$ cat src/rtl/sd4_sum_normalizer.sv
// sd4_sum_normalizer: normalizes and rounds (nearest, ties to even) the SD4 MAC
// accumulator magnitude using the leading-one index from the upstream detector,
// then buffers (sign, zero, exp, mant) results in a small valid/ready FIFO.
//
// Ports
//   clk, rst              rising-edge clock, synchronous active-high reset
//   in_valid, in_sign     input qualifier and sign of the accumulated result
//   unsign_sum [SUM_W]    magnitude, also presented to the detector this cycle
//   leading_one [5]       detector index, arrives one cycle after unsign_sum
//   out_valid, out_ready  output handshake; head popped when both are high
//   out_sign, out_zero    result sign (0 for zero) and zero flag
//   out_exp [5]           leading-one position after rounding, 0..20
//   out_mant [MANT_W]     normalized mantissa with explicit leading one
//   overflow              sticky flag: a result was dropped on a full FIFO
module sd4_sum_normalizer #(
    parameter int unsigned SUM_W      = 20,
    parameter int unsigned MANT_W     = 8,
    parameter int unsigned FIFO_DEPTH = 2
) (
    input  logic              clk,
    input  logic              rst,
    input  logic              in_valid,
    input  logic              in_sign,
    input  logic [SUM_W-1:0]  unsign_sum,
    input  logic [4:0]        leading_one,
    output logic              out_valid,
    input  logic              out_ready,
    output logic              out_sign,
    output logic              out_zero,
    output logic [4:0]        out_exp,
    output logic [MANT_W-1:0] out_mant,
    output logic              overflow
);

    localparam int unsigned EXP_W = 5;
    localparam int unsigned MSB   = SUM_W - 1;
    localparam int unsigned PTR_W = (FIFO_DEPTH > 1) ? $clog2(FIFO_DEPTH) : 1;
    localparam int unsigned CNT_W = $clog2(FIFO_DEPTH + 1);
    localparam int unsigned EXT_W = SUM_W + 2;

    typedef struct packed {
        logic              sign;
        logic              zero;
        logic [EXP_W-1:0]  exp;
        logic [MANT_W-1:0] mant;
    } res_t;

    // ---------------------------------------------------------------
    // Align stage: hold the sum one cycle so it meets its leading-one index
    // ---------------------------------------------------------------
    logic             al_valid_q, al_valid_d;
    logic             al_sign_q,  al_sign_d;
    logic [SUM_W-1:0] al_sum_q,   al_sum_d;

    always_comb begin
        al_valid_d = in_valid;
        al_sign_d  = al_sign_q;
        al_sum_d   = al_sum_q;
        if (in_valid) begin
            al_sign_d = in_sign;
            al_sum_d  = unsign_sum;
        end
    end

    // ---------------------------------------------------------------
    // Normalize and round the aligned sum
    // ---------------------------------------------------------------
    logic [EXP_W-1:0]  sh_amt_c;
    logic [SUM_W-1:0]  sh_c;
    logic [EXT_W-1:0]  ext_c;
    logic [MANT_W-1:0] mant_c;
    logic              guard_c;
    logic              sticky_c;
    logic              inc_c;
    logic [MANT_W:0]   mant_rnd_c;
    res_t              res_c;

    always_comb begin
        // Out-of-range indices cannot occur for a nonzero sum; clamp to keep the shift bounded.
        sh_amt_c   = (leading_one > EXP_W'(MSB)) ? '0 : EXP_W'(MSB) - leading_one;
        sh_c       = al_sum_q << sh_amt_c;
        // Two zero bits below the LSB give a guard position even when MANT_W == SUM_W.
        ext_c      = {sh_c, 2'b00};
        mant_c     = ext_c[EXT_W-1 -: MANT_W];
        guard_c    = ext_c[EXT_W-1-MANT_W];
        sticky_c   = |ext_c[EXT_W-2-MANT_W:0];
        inc_c      = guard_c & (sticky_c | mant_c[0]);
        mant_rnd_c = {1'b0, mant_c} + (MANT_W+1)'(inc_c);

        res_c      = '0;
        if (al_sum_q != '0) begin
            res_c.sign = al_sign_q;
            if (mant_rnd_c[MANT_W]) begin
                // Rounding carried out of the mantissa: renormalize one position up.
                res_c.mant = MANT_W'(1) << (MANT_W - 1);
                res_c.exp  = leading_one + EXP_W'(1);
            end else begin
                res_c.mant = mant_rnd_c[MANT_W-1:0];
                res_c.exp  = leading_one;
            end
        end else begin
            res_c.zero = 1'b1;
        end
    end

    // ---------------------------------------------------------------
    // Output FIFO control
    // ---------------------------------------------------------------
    res_t             mem_q [FIFO_DEPTH];
    logic [PTR_W-1:0] wr_ptr_q, wr_ptr_d;
    logic [PTR_W-1:0] rd_ptr_q, rd_ptr_d;
    logic [CNT_W-1:0] count_q,  count_d;
    logic             overflow_q, overflow_d;
    logic             out_valid_q, out_valid_d;
    logic             full_c;
    logic             pop_c;
    logic             push_c;

    always_comb begin
        full_c      = (count_q == CNT_W'(FIFO_DEPTH));
        pop_c       = out_valid_q & out_ready;
        // A full FIFO still accepts a push when the head leaves in the same cycle.
        push_c      = al_valid_q & (~full_c | pop_c);
        wr_ptr_d    = push_c ? PTR_W'(wr_ptr_q + PTR_W'(1)) : wr_ptr_q;
        rd_ptr_d    = pop_c  ? PTR_W'(rd_ptr_q + PTR_W'(1)) : rd_ptr_q;
        count_d     = count_q + CNT_W'(push_c) - CNT_W'(pop_c);
        overflow_d  = overflow_q | (al_valid_q & full_c & ~pop_c);
        out_valid_d = (count_d != '0);
    end

    // State registers
    always_ff @(posedge clk) begin
        if (rst) begin
            al_valid_q  <= 1'b0;
            al_sign_q   <= 1'b0;
            al_sum_q    <= '0;
            wr_ptr_q    <= '0;
            rd_ptr_q    <= '0;
            count_q     <= '0;
            overflow_q  <= 1'b0;
            out_valid_q <= 1'b0;
        end else begin
            al_valid_q  <= al_valid_d;
            al_sign_q   <= al_sign_d;
            al_sum_q    <= al_sum_d;
            wr_ptr_q    <= wr_ptr_d;
            rd_ptr_q    <= rd_ptr_d;
            count_q     <= count_d;
            overflow_q  <= overflow_d;
            out_valid_q <= out_valid_d;
        end
    end

    // FIFO storage; contents are only visible through a valid head
    always_ff @(posedge clk) begin
        if (!rst && push_c) begin
            mem_q[wr_ptr_q] <= res_c;
        end
    end

    // Head data is forced to zero whenever nothing is valid
    res_t head_c;

    always_comb begin
        head_c = '0;
        if (out_valid_q) begin
            head_c = mem_q[rd_ptr_q];
        end
    end

    assign out_valid = out_valid_q;
    assign out_sign  = head_c.sign;
    assign out_zero  = head_c.zero;
    assign out_exp   = head_c.exp;
    assign out_mant  = head_c.mant;
    assign overflow  = overflow_q;

endmodule

$ cat config.mk
export PLATFORM = sky130hd
export DESIGN_NAME = sd4_sum_normalizer
export DESIGN_NICKNAME = d
export VERILOG_FILES = /design/src/rtl/sd4_sum_normalizer.sv
export SDC_FILE = /design/constraint.sdc
export NUM_CORES = 1
export LEC_CHECK = 0
export ABC_AREA = 0
export CAP_MARGIN = 20
export CORE_MARGIN = 5
export CORE_UTILIZATION = 35
export CTS_CLUSTER_DIAMETER = 30
export CTS_CLUSTER_SIZE = 25
export DETAILED_ROUTE_END_ITERATION = 8
export PLACE_DENSITY = 0.64
export SLEW_MARGIN = 20
export SYNTH_ARGS = -nofsm -noshare
export SYNTH_HDL_FRONTEND = slang
export SYNTH_SLANG_ARGS = --single-unit
$ cat constraint.sdc
create_clock -name clk -period 9.2 [get_ports clk]
set_clock_uncertainty 0.1 [all_clocks]
set_input_delay 0.92 -clock clk [delete_from_list [all_inputs] [get_ports clk]]
set_output_delay 0.92 -clock clk [all_outputs]
set_load 0.005 [all_outputs]
; ---- Word level (Yosys, flattened, before mapping)
; Memories as Yosys holds them, arrays and structs flattened. A register that Yosys moved wholly into a read port is not among the register bits.
; Index checks and enable logic that the tools add are counted.
[classes]
addsub = 7
n_lt_le_gt_ge = 1
eq_ne = 1
shift = 1
n_mux = 10
n_bitwise = 10
reduce_logical = 5
[ops]
columns = operator, n
row1 = 13-bit 2-to-1 mux, 2
row2 = 20-bit nonzero test, 1
row3 = 20-bit by 5-bit left shift with 20-bit output, 1
row4 = 15-bit 2-to-1 mux, 1
row5 = 11-bit OR reduction, 1
row6 = 8-bit by 1-bit adder with 9-bit output, 1
row7 = 1-bit 2-to-1 mux, 6
row8 = 5-bit by 1-bit adder with 5-bit output (second input constant), 1
row9 = 1-bit bitwise AND, 5
row10 = 5-bit > comparator (second input constant), 1
row11 = 5-bit 2-to-1 mux, 1
row12 = 5-bit subtractor (first input constant), 1
row13 = 1-bit bitwise OR, 3
row14 = 1-bit adder (second input constant), 2
row15 = 2-bit by 1-bit adder with 2-bit output, 1
row16 = 2-bit == test (second input constant), 1
row17 = 1-bit NOT, 2
row18 = 2-bit nonzero test, 1
row19 = 2-bit by 1-bit subtractor with 2-bit output, 1
row20 = 1-bit logical AND, 1
row21 = 1-bit zero test, 1
[word_totals]
reg_bits = 28
ram_bits = 30
inputBits = 30
output_inout_bits = 17
wordCells = 44
memories = 1
[memory_table]
columns = name, depth, width, rd, rd_ports_with_merged_regs, wr, line
row1 = mem_q, 2, 15, 1, 1, 1, 109  ; res_t mem_q [FIFO_DEPTH];

; ---- Logic depth before layout (Yosys ltp)
; Gate-level depths: netlist of run 1.
[depth]
ltp_word = 9
depth_mapped = 16
ltp_nobuf = 13

; ---- Worst setup path after synthesis of run 1
; OpenSTA, ideal clock, no wires.
[synth_path]
kind = input to register
from = in leading_one[2]
to = mem mem_q[0][12] (netlist bit) (data pin)
setup_time_ns = 0.266
arrival_ns = 3.604
required_time_ns = 8.834
slack_ns = 5.230
cell_stages = 15
n_path_buf = 3
cell_sequence = buf_6 -> inv_1 -> ha_1 -> nand2_1 -> clkbuf_1 -> and4_1 -> a211oi_1 -> a211oi_2 -> ha_1 -> inv_1 -> nor4_4 -> and4_1 -> buf_6 -> nand3_1 -> mux2i_1
[synth_rtl]
columns = item, line
row1 = "start, declared", 25  ; input logic [4:0] leading_one,
row2 = "end, declared", 109

==> results of run 1 <==
## per-stage QoR
step	setup slack, ns	utilization [%]
floorplan	5.230	-
global placement	3.990	40.19
detailed placement	3.908	40.15
CTS	4.242	43.10
global route	3.863	43.06
finish	4.173	43.06
## power groups by stage
stage / Sequential [mW] / Combinational (mW) / Clock [mW]
4_1_cts: 0.334 / 0.249 / 0.392
3_5_place_dp: 0.339 / 0.247 / 0
5_1_grt: 0.339 / 0.270 / 0.403
2_1_floorplan: 0.316 / 0.171 / 0
6_report: 0.333 / 0.249 / 0.382
3_3_place_gp: 0.339 / 0.247 / 0
## cell families after synthesis
group                    Yosys count
AO/OA/AOI/OAI                    116
XOR/XNOR                          10
adder cells (fa/ha/maj)            5
buffers and inverters             52
flip-flops                        59
multiplexers                      56
AND/OR/NAND/NOR                  161
## state kept, by name, indices dropped and copies added, names as in the netlist, named ones only
name	cells
mem_q	30
al_sum_q	20
count_q	2
al_sign_q	1
al_valid_q	1
out_valid	1
overflow	1
rd_ptr_q	1
wr_ptr_q	1
## path summary, 6_finish.rpt
| check | endpoint | slack (ns) | depth (start not counted) |
|---|---|---|---|
| setup / recovery | mem_q[0][12] | 4.17 | 13 |
| hold / removal | overflow | 0.37 | 2 |
| setup reg to reg | mem_q[0][12] | 5.70 | 11 |
| hold reg to reg | overflow | 0.37 | 2 |
## tightest hold or removal path: stages (launching register included)
cell	delay (ns)
dfxtp_1	0.32
a41oi_1	0.04
nor2_1	0.07
## cells in the mapped netlist (6+ instances only)
cell type	n	area [um^2]
a211o_1	9	78.83
a21oi_1	21	105.1
a221oi_1	6	52.55
buf_2	6	30.03
clkbuf_1	19	71.32
dfxtp_1	29	580.6
edfxtp_1	30	900.9
inv_1	11	41.29
mux2i_1	52	520.5
nand2_1	24	90.09
nand2b_1	12	75.07
nand3_1	13	65.06
nor2_1	49	183.9
nor2b_1	20	125.1
nor3_1	10	50.05
nor4_1	7	43.79
o21ai_0	19	95.09
o22ai_1	6	37.54
xnor2_1	6	52.55
## layout make-up
class | instances | share of cell area, %
Clock buffer | 9 | 4.542
Clock inverter | 7 | 2.321
Inverter | 13 | 0.9841
Multi-Input combinational cell | 348 | 48.78
Sequential cell | 59 | 29.88
Tap cell | 143 | 3.608
Timing Repair Buffer | 52 | 9.891
## routing by layer
metal  vias up  share of wire [%]  global-route usage [%]  routed length [um]
li1       1761                  -                       -                   -
met1      1803                 43                   22.12                5275
met2       164                 48                   29.27                5912
met3        31                6.2                   4.360                 766
met4         0                2.9                   6.807                 360
met5         -                  0                       0                   0
==> out/summary.txt, run 1 <==
Yosys warnings -> 0
worst-path cell chain -> clkdlybuf4s50_1 > inv_1 > ha_1 > nand2_1 > nor3_1 > o21ai_0 > a211oi_2 > ha_1 > inv_1 > nor4_4 > and4_1 > nand3_1 > mux2i_1
crit path launch -> leading_one[3]
Cell Int Power -> 693.3 uW
first-pass GRT wire length -> 20050 um
clock share of power -> 39.7%
Clock transition at path regs -> 0.05 ns
starting density of the core -> 36.04%
Worst EP arrival -> 4.96 ns
PwrDens -> 194.3 nW/um^2
I/O pin total -> 47
Sink Count -> 59
Overall Global Routing Usage -> 17.62%
element type at the critical path start -> input pin
TritonRoute pass-1 iters -> 5
Synth Area in Simple Gates -> 20.26%
CP bufs+invs -> 3
Synth Area in Compound Gates -> 20.53%
Root Buffer -> clkbuf_16
CTS tree -> done
min-delay src -> overflow
LEAKAGE -> 1.840 nW
RSZ-0062 raised after global routing -> no
later-pin clock latency in the skew report -> 0.33 ns
cell family with most CP delay -> simple AND/OR/NAND/NOR gates
most frequent cells in the layout -> 52 x mux2i_1, 49 x nor2_1, 43 x clkdlybuf4s50_1
Logic pwr share -> 25.8%
top_reg_cell synth -> edfxtp_1
area of placed instances -> 4623 um^2
post-route clock period utilization -> 54.64%
Final Hold Fails -> 0
fraction of layout cells with a size suffix above 1 -> 8.811%
CTS Buffer Depth -> 2
antenna cell count -> 0
kind of critical path -> input pin to register
final non-filler cell total -> 631
max-cap violations -> 0
vias per inst -> 5.957
leading cell type in the layout, fill and taps excluded -> mux2i_1
worst r2r src -> al_sum_q[8]
initial drt markers -> 307
Post-synth EDFFs -> 30
Post-Synth XOR/XNOR Area -> 2.110%
cts bufs inserted -> 9
mux cell area share after synthesis -> 13.63%
Site Rows -> 39
H-tree depth -> 3
Setup-failing EPs final -> 0
Synth Cell Area -> 4150 um^2
synth-to-layout area growth -> 19.48%
Max VDD drop -> 80.59 uV
post-synthesis sequential area ratio -> 35.69%
Worst EP required -> 9.13 ns
Tmin final -> 5.027 ns
DR DRC count -> 0
DRT antenna net count -> 0
Mapped Nets -> 494
run status -> finished, final reports clean
Max Fanout on Critical Path -> 16
delay of the slowest critical-path stage -> 0.95 ns
post-cts repair resize count -> 0
die extent in x -> 118.9 um
tightest hold margin -> 0.3747 ns
Die ar. -> 14140 um^2
largest family of logic cells by synthesized area -> compound AO/OA/AOI/OAI gates
flops & latches, synth -> 59
Detailed Route WL -> 12310 um
Via Count -> 3759
Placed Instances -> 615
GRT overflow -> 0
RD Place Congestion -> 0.9882
dpl hpwl -> 8914 um
Finished Cell Area -> 4959 um^2
Netlist cell types -> 72
Tot Pwr -> 963.6 uW
Max Slew Vio Count -> 0
number of global-route vias before repair -> 3631
power share of the sequential group -> 34.5%
Fill cells -> 1105
Max transition margin -> 42.38%
syn_area_per_cell -> 9.042 um^2
CP Capture Type -> register
die height -> 118.9 um
Critical Path Slowest Stage Cell -> clkdlybuf4s50_1
Gate Count Post-Synth -> 459
adder-cell share of the synthesized area -> 1.507%
Port-buffer cells -> 46
Hold Crit Class -> register to register
Wirelength per Cell -> 19.52 um
initial antenna violation count -> 0
largest net degree at the start of global routing -> 60
Psw -> 270.2 uW
Slew @ Worst Pin -> 0.8424 ns
cts hold-fix bufs -> 0
f_max -> 198.9 MHz
Reg area -> 1481 um^2
Final #Nets -> 518
switching share of power -> 28.05%
Setup TNS -> 0 ns
core area -> 11520 um^2
area of the multi-input gates -> 2419 um^2
Synth async-reset ratio -> 0%
postcts setup bufs -> 0
(Power assumes the default switching activity.)
==> run 2, diff against run 1 <==
Clock period 9.2 ns to 5 ns, I/O delays scaled along.
==> run 2 against run 1 <==
- hold slack worse by 0.0064 ns
- global-route usage down 0.15 points
- largest cell class unchanged
- critical path depth up 1
==> out/summary.txt, run 2 (synthesized netlist as in run 1, its figures left out) <==
min-delay src -> overflow
crit path launch -> leading_one[2]
run status -> finished, final reports clean
Detailed Route WL -> 12390 um (+0.64%)
TritonRoute pass-1 iters -> 5 (unchanged)
post-cts repair resize count -> 0 (unchanged)
DRT antenna net count -> 0 (unchanged)
area of placed instances -> 4718 um^2 (+2.1%)
Worst EP arrival -> 3.98 ns (-0.98 ns)
Max Slew Vio Count -> 0 (unchanged)
max reg flops -> 30 (unchanged)
Tmin final -> 4.035 ns
CTS tree -> done
most frequent cells in the layout -> 52 x mux2i_1, 49 x nor2_1, 43 x clkdlybuf4s50_1
Wirelength per Cell -> 19.30 um (-1.1%)
Max VDD drop -> 170.1 uV (+110%)
final non-filler cell total -> 642 (+1.7%)
first-pass GRT wire length -> 19680 um (-1.9%)
GRT overflow -> 0 (unchanged)
number of global-route vias before repair -> 3499 (-3.6%)
worst r2r src -> al_sum_q[8]
vias per inst -> 5.732 (-3.8%)
Finished Cell Area -> 5049 um^2 (+1.8%)
f_max -> 247.8 MHz
R2R Setup Slk -> 1.52 ns (-4.18 ns)
kind of critical path -> input pin to register
Sink Count -> 59 (unchanged)
Hold Crit Class -> register to register
Worst EP required -> 4.95 ns (-4.18 ns)
fraction of layout cells with a size suffix above 1 -> 10.62% (+1.8 points)
dpl hpwl -> 9526 um (+6.9%)
postcts setup bufs -> 0 (unchanged)
RR Endpoint -> mem_q[0][12]
Slew @ Worst Pin -> 0.8476 ns (+0.005124 ns)
Site Rows -> 39 (unchanged)
PwrDens -> 346.8 nW/um^2 (+78%)
Die ar. -> 14140 um^2 (unchanged)
H-tree depth -> 3 (unchanged)
cts bufs inserted -> 9 (unchanged)
largest net degree at the start of global routing -> 39 (-35%)
Root Buffer -> clkbuf_16
Reg area -> 1481 um^2 (unchanged)
CP Capture Type -> register
starting density of the core -> 36.04% (unchanged)
Overall Global Routing Usage -> 17.47% (-0.15 points)
Critical Path Sink -> mem_q[0][12]
I/O pin total -> 47 (unchanged)
DR DRC count -> 0 (unchanged)
initial antenna violation count -> 0 (unchanged)
antenna cell count -> 0 (unchanged)
Fill cells -> 1137 (+2.9%)
Max Fanout on Critical Path -> 6 (-10)
Max transition margin -> 43.42% (+1.0 points)
Final Hold Fails -> 0 (unchanged)
post-route clock period utilization -> 80.70%
max-cap violations -> 0 (unchanged)
RSZ-0062 raised after global routing -> no
cts hold-fix bufs -> 0 (unchanged)
Setup TNS -> 0 ns (unchanged)
die extent in x -> 118.9 um (unchanged)
RD Place Congestion -> 0.9561 (-3.2%)
element type at the critical path start -> input pin
Top reg by flops -> mem_q
CTS Buffer Depth -> 2 (unchanged)
core area -> 11520 um^2 (unchanged)
initial drt markers -> 320 (+4.2%)
Clock transition at path regs -> 0.05 ns (about the same)
Setup-failing EPs final -> 0 (unchanged)
Final #Nets -> 529 (+2.1%)
worst r2r path cells -> 11 (unchanged)
die height -> 118.9 um (unchanged)
Via Count -> 3680 (-2.1%)
synth-to-layout area growth -> 21.65%
later-pin clock latency in the skew report -> 0.33 ns (about the same)
fin util -> 43.84% (+0.78 points)
LEAKAGE -> 1.897 nW (+3.1%)
Port-buffer cells -> 46 (unchanged)
area of the multi-input gates -> 2431 um^2 (+0.52%)
Largest regs -> mem_q: 30 flops, al_sum_q: 20 flops, count_q: 2 flops
Placed Instances -> 626 (+1.8%)
leading cell type in the layout, fill and taps excluded -> mux2i_1
-- run 2: cell count changes in the layout (fill, tap and decap cells not counted), sizes merged --
cell and delta:
buf +11, bufinv -2, clkbuf +5, clkinv -1
clkinvlp -1, inv -1
-- run 2: worst min path at each step --
stage,end,cells after the start
floorplan,al_sign_q,2
global placement,overflow,2
global route,overflow,2
finish,overflow,2
detailed placement,overflow,2
CTS,overflow,2
-- run 2: final cells by class --
cell class                      instances  area share, %
Multi-Input combinational cell        348          48.15
Sequential cell                        59          29.34
Timing Repair Buffer                   63          11.35
Clock buffer                           14          5.874
Tap cell                              143          3.544
Inverter                               13         0.9665
Clock inverter                          2         0.7683
-- run 2: layer usage --
| layer | share of wire [%] | track usage [%] |
|---|---|---|
| met5 | 0 | 0 |
| met4 | 2.4 | 6.083 |
| met3 | 6.0 | 3.507 |
| met2 | 48 | 29.24 |
| met1 | 44 | 22.53 |
-- run 2: critical path, stage by stage --
cell and delay [ns]:
clkdlybuf4s50_1 0.58, inv_1 0.09, ha_1 0.35, inv_1 0.19, o221ai_1 0.15, a21oi_1 0.27, o21ai_0 0.20, a211oi_2 0.33
ha_1 0.23, inv_1 0.07, nor4_4 0.38, and4_1 0.37, nand3_1 0.12, mux2i_1 0.14
-- run 2: where the power goes --
| part | switching (mW) | internal [mW] |
|---|---|---|
| Sequential | 0.0615 | 0.554 |
| Combinational | 0.222 | 0.245 |
| Clock | 0.208 | 0.460 |
| Total | 0.492 | 1.26 |
-- run 2: metrics by stage --
step	total power, mW	hold slack [ns]	worst slack, ns
detailed placement	1.091	0.3741	0.6616
global route	1.837	0.4317	0.6797
CTS	1.765	0.3816	0.9980
floorplan	0.8961	0.3520	1.450
finish	1.751	0.3683	0.9649
global placement	1.088	0.3590	0.7443
